## config.mk

```make
export PLATFORM = sky130hd
export DESIGN_NAME = fwd_hazard_track
export DESIGN_NICKNAME = d
export VERILOG_FILES = /design/src/rtl/fwd_hazard_track.sv
export SDC_FILE = /design/constraint.sdc
export NUM_CORES = 1
export LEC_CHECK = 0
export ABC_CLOCK_PERIOD_IN_PS = 4480
export CORE_AREA = 2 2 52 49
export CTS_CLUSTER_DIAMETER = 100
export CTS_CLUSTER_SIZE = 8
export DETAILED_ROUTE_END_ITERATION = 12
export DIE_AREA = 0 0 54 51
export PLACE_DENSITY = 0.79
export SYNTH_ARGS = -nofsm -noshare
export SYNTH_HDL_FRONTEND = slang
export SYNTH_SLANG_ARGS = --single-unit
export TNS_END_PERCENT = 10
```

## constraint.sdc

```tcl
create_clock -name clk_i -period 4.48 [get_ports clk_i]
set_input_delay 0.448 -clock clk_i [delete_from_list [all_inputs] [get_ports clk_i]]
set_output_delay 0.448 -clock clk_i [all_outputs]
set_load 0.005 [all_outputs]
```

## src/rtl/fwd_hazard_track.sv

```systemverilog
// Forwarding and load-use hazard unit: tracks in-flight destinations through DEPTH post-ID slots.
// Optional macro FWD_STALL_CNT_EN adds a saturating 32-bit stall counter output (stall_cnt_o).
module fwd_hazard_track #(
  parameter int ADDR_W   = 5,
  parameter int NUM_SRC  = 2,
  parameter int DEPTH    = 3,
  parameter int LOAD_LAT = 1,
  parameter int SEL_W    = $clog2(DEPTH)
) (
  input  logic                      clk_i,
  input  logic                      rst_i,
  input  logic                      id_valid_i,
  input  logic [NUM_SRC*ADDR_W-1:0] id_rs_addr_i,
  input  logic [NUM_SRC-1:0]        id_rs_used_i,
  input  logic [ADDR_W-1:0]         id_rd_addr_i,
  input  logic                      id_regwrite_i,
  input  logic                      id_memread_i,
  input  logic                      flush_i,
  input  logic                      hold_i,
  output logic                      stall_o,
  output logic [NUM_SRC*SEL_W-1:0]  fwd_sel_o,
`ifdef FWD_STALL_CNT_EN
  output logic [31:0]               stall_cnt_o,
`endif
  output logic                      ex_valid_o
);

  // Slot 1 = EX ... slot DEPTH = WB; each slot tracks the producer occupying that stage.
  logic              slot_valid    [1:DEPTH];
  logic [ADDR_W-1:0] slot_rd       [1:DEPTH];
  logic              slot_regwrite [1:DEPTH];
  logic              slot_memread  [1:DEPTH];

  logic [NUM_SRC-1:0]       match [1:DEPTH-1];
  logic                     hazard;
  logic [NUM_SRC*SEL_W-1:0] next_sel;
  logic [NUM_SRC*SEL_W-1:0] fwd_sel_q;

  always_comb begin
    for (int k = 1; k <= DEPTH - 1; k++) begin
      for (int s = 0; s < NUM_SRC; s++) begin
        match[k][s] = slot_valid[k] && slot_regwrite[k] &&
                      (slot_rd[k] != '0) && id_rs_used_i[s] &&
                      (slot_rd[k] == id_rs_addr_i[s*ADDR_W +: ADDR_W]);
      end
    end
  end

  // A load is not forwardable while it sits in slots 1..LOAD_LAT.
  always_comb begin
    hazard = 1'b0;
    for (int k = 1; k <= LOAD_LAT; k++) begin
      if ((|match[k]) && slot_memread[k]) hazard = 1'b1;
    end
    hazard = hazard && id_valid_i;
  end

  assign stall_o = hazard && !flush_i;

  // Scan oldest to youngest so the youngest producer overrides.
  always_comb begin
    next_sel = '0;
    for (int s = 0; s < NUM_SRC; s++) begin
      for (int k = DEPTH - 1; k >= 1; k--) begin
        if (match[k][s]) next_sel[s*SEL_W +: SEL_W] = SEL_W'(k);
      end
    end
  end

  always_ff @(posedge clk_i or negedge rst_i) begin
    if (!rst_i) begin
      for (int k = 1; k <= DEPTH; k++) begin
        slot_valid[k]    <= 1'b0;
        slot_rd[k]       <= '0;
        slot_regwrite[k] <= 1'b0;
        slot_memread[k]  <= 1'b0;
      end
      fwd_sel_q <= '0;
    end else if (!hold_i) begin
      for (int k = DEPTH; k >= 2; k--) begin
        slot_valid[k]    <= slot_valid[k-1];
        slot_rd[k]       <= slot_rd[k-1];
        slot_regwrite[k] <= slot_regwrite[k-1];
        slot_memread[k]  <= slot_memread[k-1];
      end
      slot_valid[1]    <= id_valid_i && !stall_o && !flush_i;
      slot_rd[1]       <= id_rd_addr_i;
      slot_regwrite[1] <= id_regwrite_i;
      slot_memread[1]  <= id_memread_i;
      fwd_sel_q        <= next_sel;
    end
  end

  assign fwd_sel_o  = fwd_sel_q;
  assign ex_valid_o = slot_valid[1];

`ifdef FWD_STALL_CNT_EN
  always_ff @(posedge clk_i or negedge rst_i) begin
    if (!rst_i) begin
      stall_cnt_o <= '0;
    end else if (stall_o && !hold_i && (stall_cnt_o != 32'hFFFF_FFFF)) begin
      stall_cnt_o <= stall_cnt_o + 32'd1;
    end
  end
`endif

endmodule

```

# == After elaboration in Yosys (flattened, before gate mapping) ==
# Index checks and enable logic that the tools add are counted.
# totals
input_bits,24
romBits,0
latchBits,0
mem_count,0
mem_bits_rw,0
register_bits,19
elab_cells,39
# op_classes
add_sub_neg,0
eq_ne,4
order_cmp,0
multipliers,0
bitwise_logic,0
div_mod_pow,0
shift,0
n_mux,5
n_reduce_logical,22
# op_table
cell,count
== test 5 bit,4
logical AND 1 bit,17
nonzero test 5 bit,2
two-way mux 2 bit,4
zero test 1 bit,2
OR reduction 2 bit,1
two-way mux 1 bit,1

# == Logic depth before layout (Yosys ltp) ==
# Gate-level depths: netlist (run 1).
# logic_depth
word_depth,12
ltp_mapped,5
depth_no_buf,5

# == Worst setup path after synthesis (run 1) ==
# No wires, ideal clock.
# synth_timing
kind,register to output
startpoint,reg slot_rd[11] in the netlist's numbering
endpoint,out stall_o
path_buffers,0
arrival_ns,1.465
t_required_ns,4.032
stages_incl_launch_ff,5
setup_slack_ns,2.567
cell_sequence,dfrtp_1 or4_4 o211ai_4 nor2b_2 o2111a_1
# synth_via
elab_chain_cells,9
word_cells_on_any_way,13
cone_classes,eq/ne: 2; mux: 1; reduce/logical: 10
# synth_rtl
element,line,rtl
start: declaration,30,logic [ADDR_W-1:0] slot_rd [1:DEPTH];
start signal: indexed assignment,82,slot_rd[k] <= slot_rd[k-1];
nonzero test 5 bit,43,(slot_rd[k] != '0) && id_rs_used_i[s] &&
logical AND 1 bit,42,match[k][s] = slot_valid[k] && slot_regwrite[k] &&
logical AND 1 bit (2 in a row),43,
OR reduction 2 bit (*),53,if ((|match[k]) && slot_memread[k]) hazard = 1'b1;
logical AND 1 bit (*),53,
two-way mux 1 bit (*),53,
logical AND 1 bit (*),55,hazard = hazard && id_valid_i;
logical AND 1 bit (*),58,assign stall_o = hazard && !flush_i;
end: declaration,20,"output logic stall_o,"
# Mark *: on every way between the ends. The rest lies on a longest branch, timed or not.

# == Worst setup path after layout (run 1) ==
# layout_timing
startpoint,in id_rs_addr_i[3]
endpoint,out stall_o
# layout_via
elab_chain_cells,7
# layout_rtl
element,line,rtl
start: declaration,13,"input logic [NUM_SRC*ADDR_W-1:0] id_rs_addr_i,"
== test 5 bit,44,(slot_rd[k] == id_rs_addr_i[s*ADDR_W +: ADDR_W]);
logical AND 1 bit,43,
OR reduction 2 bit,53,
logical AND 1 bit,53,
two-way mux 1 bit,53,
logical AND 1 bit,55,
logical AND 1 bit,58,
# Every way passes these cells.

==> flow_summary_export.csv, run 1 <==
group,metric,value,unit
clocking,cts_resized,0,
logic_synthesis,synth_warnings,0,
sta,fin_crit_sh,65.00,%
clocking,cts.sinks,19,
clocking,ctsLongestPathBuffers,2,
drt,antenna_left,0,
logic_synthesis,yosysSeqAreaShare,46.51,%
logic_synthesis,netlist_area,1022,um^2
worst_setup_path,regToRegStartpoint,"slot_rd[11]",
worst_hold_path,min_path_type,"reg -> reg",
clocking,cts_tree,"built",
layout,drive_gt1_share,20.87,%
clocking,cts_buffers,3,
sta,rsz0062_at_grt,"no",
sta,fmax,0.3434,GHz
layout,fin_cells,143,
power,power_density,273.4,nW/um^2
logic_synthesis,synthCells,84,
drt,vias,762,
sta,tightestPinTransition,892.5,ps
clocking,cts.htree.levels,1,
floorplan,fp.coreArea,2297,um^2
power,power.static_leakage,0.5621,nW
clocking,clk_pin_slew_worst_paths,90,ps
clocking,postCtsSetupRepairBufs,0,
logic_synthesis,synth_fp_nets,108,
sta,fin_skew,12.44,ps
sta,fin_tns_setup,0,ps
worst_hold_path,min-delay-start,"fwd_sel_o[0]",
worst_setup_path,start_kind,"primary input",
sta,fin_crit,2912,ps
grt,grt_pass1_wl,3456,um
logic_synthesis,synth_cell_types,22,
logic_synthesis,synth-seq-cells,19,
floorplan,die_w,54,um
floorplan,start_util,44.50,%
layout,fill_cells,201,
drt,wl,2124,um
grt,grt_pass1_vias,807,
sta,hold_violations,0,
grt,grt_antenna_before_repair,0,
layout,area_growth,33.78,%
placed_design,io_buffers,29,
worst_setup_path,cp.arrival,2460,ps
placed_design,dpl.hpwl,1682,um
worst_setup_path,crit_path_start,"id_rs_addr_i[3]",
layout,nNetsFinal,140,
grt,grt_usage,18.19,%
logic_synthesis,synth_top_area_share,46.51,%
drt,avgViaCountPerCell,5.329,
worst_setup_path,crit_path_end_kind,"output port",
floorplan,rows,17,
floorplan,ios,30,
logic_synthesis,yosys-top-cells-area,"dfrtp_1 47%, mux2_2 18%, xor2_1 14%",
drt,drc,0,
clocking,root_buffer,"clkbuf_4",
run,drv_cap,0,
grt,grt_max_degree,23,
grt,grt_overflow_total,0,
floorplan,fp.dieArea,2754,um^2
floorplan,die_h,51,um
worst_setup_path,cp_max_fo,3,
placed_design,place_inst,139,
drt,first_iter_violations,1,
drt,drt_pass1_iterations,4,
placed_design,gp_congestion,0.9012,
sta,slew_violations,0,
sta,slew_headroom,40.31,%
worst_setup_path,crit_type,"in -> out",
logic_synthesis,yosysTopAreaCell,"dfrtp_1",
layout,final_util,59.53,%
status,status,"finished clean",
sta,setup_viol,0,
clocking,clk_latency,300,ps
worst_setup_path,worstPathRequired,4030,ps
drt,wl_per_cell,14.85,um
clocking,cts_hold_buf,0,
power,ir_drop,0.2247,mV
logic_synthesis,synth.avg_cell_area,12.17,um^2
layout,diodes,0,
-- layout make-up --
cell class	instances	area (um^2)	area share [%]
Tap cell	28	35.03	2.562
Inverter	1	3.754	0.2745
Multi-Input combinational cell	62	535.5	39.16
Sequential cell	19	475.5	34.77
Clock buffer	3	22.52	1.647
Clock inverter	1	5.005	0.3660
Timing Repair Buffer	29	290.3	21.23
-- cell families after synthesis --
| logic type | after synthesis | share of synthesized area, % |
|---|---|---|
| AND/OR/NAND/NOR | 20 | 12.24 |
| XOR/XNOR | 20 | 17.14 |
| buffers and inverters | 3 | 1.102 |
| AO/OA/AOI/OAI | 6 | 5.384 |
| multiplexers | 16 | 17.63 |
| flip-flops | 19 | 46.51 |
-- synthesized netlist by cell type, drive strengths merged --
master,number
a21oi,1
o211ai,1
or4,2
nor3b,2
nor4,4
dfrtp,19
and3,2
o2111a,1
o21ai,2
xnor2,4
inv,1
o21a,1
nor2,2
nor3,1
nand4,2
nor2b,2
nand2,3
mux2,16
buf,2
xor2,16
-- registers in the layout, summed over array words and instances, names as in the netlist --
register       cells
slot_rd           10
slot_regwrite      2
ex_valid_o         1
slot_valid         1
slot_memread       1
fwd_sel_o          4
-- power breakdown --
group	leakage, nW	switching [mW]	total (mW)	internal [mW]
registers	0.234	0.0225	0.210	0.188
logic	0.310	0.0292	0.0799	0.0507
clock network	0.0177	0.0507	0.0839	0.0332
-- per-layer routing --
metal,vias to the layer above,GRT usage (%),part of all wire (%)
met3,4,3.509,5.5
met4,0,10.83,2.3
met5,-,0,0
met2,20,30.28,49
met1,374,21.21,43
li1,364,-,-
-- critical path, stage by stage --
cell and delay, ps:
clkdlybuf4s50_1 460, xor2_1 160, nor4_1 290, and3_1 240, nor2b_2 180, o2111a_1 190, clkdlybuf4s50_1 500
-- worst paths after layout --
check / to / cells past startpoint / slack, ps
max: stall_o / 7 / 1570
min: fwd_sel_o[0] / 1 / 520
max reg2reg: fwd_sel_o[2] / 4 / 2760
min reg2reg: fwd_sel_o[0] / 1 / 520
max in group asynchronous: slot_regwrite[1] / 1 / 3340
min in group asynchronous: fwd_sel_o[3] / 1 / 610
-- layout by cell type (no fill, tap or decap), types with 3 or more instances in the layout --
cell              n
clkbuf_4          3
clkdlybuf4s50_1  29
dfrtp_1          19
mux2_2           16
nand2_1           3
nor4_1            4
xnor2_1           4
xor2_1           16
-- through the flow --
stage                     instance area [um^2]  hold slack [ps]  power (mW)  setup slack (ps)
after floorplan                           1022            152.4      0.2528              2567
after CTS                                 1368            521.6      0.3782              1574
after global placement                    1340            470.2      0.2907              1610
after global routing                      1368            529.6      0.3959              1420
final                                     1368            519.7      0.3739              1568
after detailed placement                  1340            498.5      0.2940              1585
No activity file was read; power rests on OpenSTA's default activity.
==> inputs of run 2 (changes only) <==
==> config.mk (replaced) <==
export PLATFORM = sky130hd
export DESIGN_NAME = fwd_hazard_track
export DESIGN_NICKNAME = d
export VERILOG_FILES = /design/src/rtl/fwd_hazard_track.sv
export SDC_FILE = /design/constraint.sdc
export NUM_CORES = 1
export LEC_CHECK = 0
export ABC_CLOCK_PERIOD_IN_PS = 3000
export CORE_AREA = 2 2 53 50
export CTS_CLUSTER_DIAMETER = 100
export CTS_CLUSTER_SIZE = 8
export DETAILED_ROUTE_END_ITERATION = 12
export DIE_AREA = 0 0 55 52
export PLACE_DENSITY = 0.76
export SYNTH_ARGS = -nofsm -noshare
export SYNTH_HDL_FRONTEND = slang
export SYNTH_SLANG_ARGS = --single-unit
export TNS_END_PERCENT = 10
==> constraint.sdc (replaced) <==
create_clock -name clk_i -period 3 [get_ports clk_i]
set_input_delay 0.3 -clock clk_i [delete_from_list [all_inputs] [get_ports clk_i]]
set_output_delay 0.3 -clock clk_i [all_outputs]
set_load 0.005 [all_outputs]
==> run 2 against run 1 <==
Compared with the run above: sequential power is 49% higher; clock power up 64%; clock skew decreased by 6.7 ps; largest cell class unchanged; largest power group unchanged.
==> flow_summary_export.csv, run 2 (synthesis results as in run 1) <==
group,metric,value,unit
status,status,"finished clean",
worst_setup_path,crit_type,"reg -> out",
floorplan,rows,17,
floorplan,start_util,43.69,%
drt,drt_pass1_iterations,4,
sta,fin_crit_sh,90.34,%
clocking,cts_buffers,3,
sta,timing.final.ws_setup,289.8,ps
drt,wl_per_cell,14.19,um
clocking,root_buffer,"clkbuf_4",
power,ir_drop,0.4161,mV
layout,final_cell_mix,"29 x clkdlybuf4s50_1, 19 x dfrtp_1, 16 x xor2_1, 16 x mux2_2",
grt,grt_pass1_wl,3422,um
clocking,cts.htree.levels,1,
sta,rsz0062_at_grt,"no",
drt,vias,731,
placed_design,placed_area,1340,um^2
floorplan,die_h,52,um
power,power.static_leakage,0.5583,nW
power,power_density,415.3,nW/um^2
floorplan,fp.coreArea,2340,um^2
grt,grt_overflow_total,0,
drt,first_iter_violations,3,
worst_setup_path,crit_path_end_kind,"output port",
layout,final_area,1370,um^2
worst_setup_path,cp_max_fo,5,
drt,antenna_left,0,
sta,hold_violations,0,
worst_setup_path,path_buf_inv,1,
clocking,clk_latency,310,ps
clocking,cts_tree,"built",
worst_setup_path,slowest_delay,510,ps
sta,tightestPinTransition,937.5,ps
grt,grt_usage,17.71,%
worst_setup_path,cp_top_family,"simple AND/OR/NAND/NOR gates",
layout,top_register,"slot_rd",
layout,drive_gt1_share,20.87,%
layout,area_growth,34.03,%
sta,fin_skew,5.732,ps
clocking,cts.sinks,19,
layout,layout_commonest_cell,"clkdlybuf4s50_1",
clocking,cts_hold_buf,0,
layout,nNetsFinal,140,
sta,slew_violations,0,
placed_design,dp_slack,358.2,ps
floorplan,ios,30,
sta,setup_viol,0,
placed_design,gp_congestion,0.8937,
worst_setup_path,slowest_stage,"clkdlybuf4s50_1",
placed_design,io_buffers,29,
sta,fin_crit,2710,ps
drt,wl,2029,um
layout,fill_cells,220,
worst_hold_path,min_path_type,"in -> async",
drt,avgViaCountPerCell,5.112,
floorplan,fp.dieArea,2860,um^2
clocking,clk_pin_slew_worst_paths,120,ps
clocking,ctsLongestPathBuffers,2,
layout,largest_register_ffs,10,
run,drv_cap,0,
worst_setup_path,r2r_setup_slack,1290,ps
clocking,postCtsSetupRepairBufs,0,
sta,slew_headroom,37.31,%
drt,drc,0,
floorplan,die_w,55,um
grt,grt_max_degree,23,
worst_setup_path,cp.arrival,2410,ps
placed_design,dpl.hpwl,1565,um
worst_setup_path,worstPathRequired,2700,ps
clocking,cts_resized,0,
power,p_total,0.5690,mW
sta,fmax,0.3690,GHz
sta,fin_tns_setup,0,ps
grt,grt_pass1_vias,777,
grt,grt_antenna_before_repair,0,
worst_setup_path,start_kind,"register",
layout,diodes,0,
worst_setup_path,cp_cell_sequence,"xor2_1 -> nor4_1 -> and3_1 -> nor2b_2 -> o2111a_1 -> clkdlybuf4s50_1",
## run 2: changes by cell type in the layout (fill, tap and decap cells not counted)
cell,previous run,this run
clkinvlp_4,0,1
clkinv_2,1,0
## run 2: layout make-up
type                    instances  area, um^2  share of cell area (%)
well taps                      28       35.03                   2.557
clock inverters                 1       7.507                  0.5479
multi-input cells              62       535.5                   39.09
clock buffers                   3       22.52                   1.644
repair buffers                 29       290.3                   21.19
flip-flops and latches         19       475.5                   34.70
inverters                       1       3.754                  0.2740
## run 2: stage by stage
stage / util, % / hold slack (ps) / instances
final: 58.56 / 461.2 / 143
after floorplan: - / 4.409 / 84
after CTS: 58.56 / 478.9 / 143
after global placement: 57.27 / 463.6 / 139
after global routing: 58.56 / 518.5 / 143
after detailed placement: 57.27 / 473.7 / 139
## run 2: power by group
| group | internal, mW | switching, mW | total [mW] |
|---|---|---|---|
| registers | 0.280 | 0.0314 | 0.312 |
| logic | 0.0758 | 0.0437 | 0.119 |
| clock network | 0.0510 | 0.0871 | 0.138 |
| total | 0.407 | 0.162 | 0.569 |
## run 2: routing by layer
layer	GRT usage, %	routed length, um	vias up
li1	-	-	362
met1	21.36	878	341
met2	27.18	939	22
met3	7.759	159	6
met4	7.317	51	0
met5	0	0	-
## run 2: worst register-to-register path, stage by stage (launching register included)
cell and delay, ps:
dfrtp_1 470, or4_4 580, o211ai_4 210, nor2b_2 80, mux2_2 260
## run 2: path summary, 6_finish.rpt
kind                                   start            end  cells after the start
worst min-delay path                   rst_i  slot_valid[1]                      1
worst max-delay path             slot_rd[13]        stall_o                      6
worst min register to register  fwd_sel_o[3]   fwd_sel_o[3]                      2
min in group clk_i              fwd_sel_o[3]   fwd_sel_o[3]                      2
max in group asynchronous              rst_i     slot_rd[9]                      1
worst max register to register   slot_rd[11]   fwd_sel_o[2]                      4
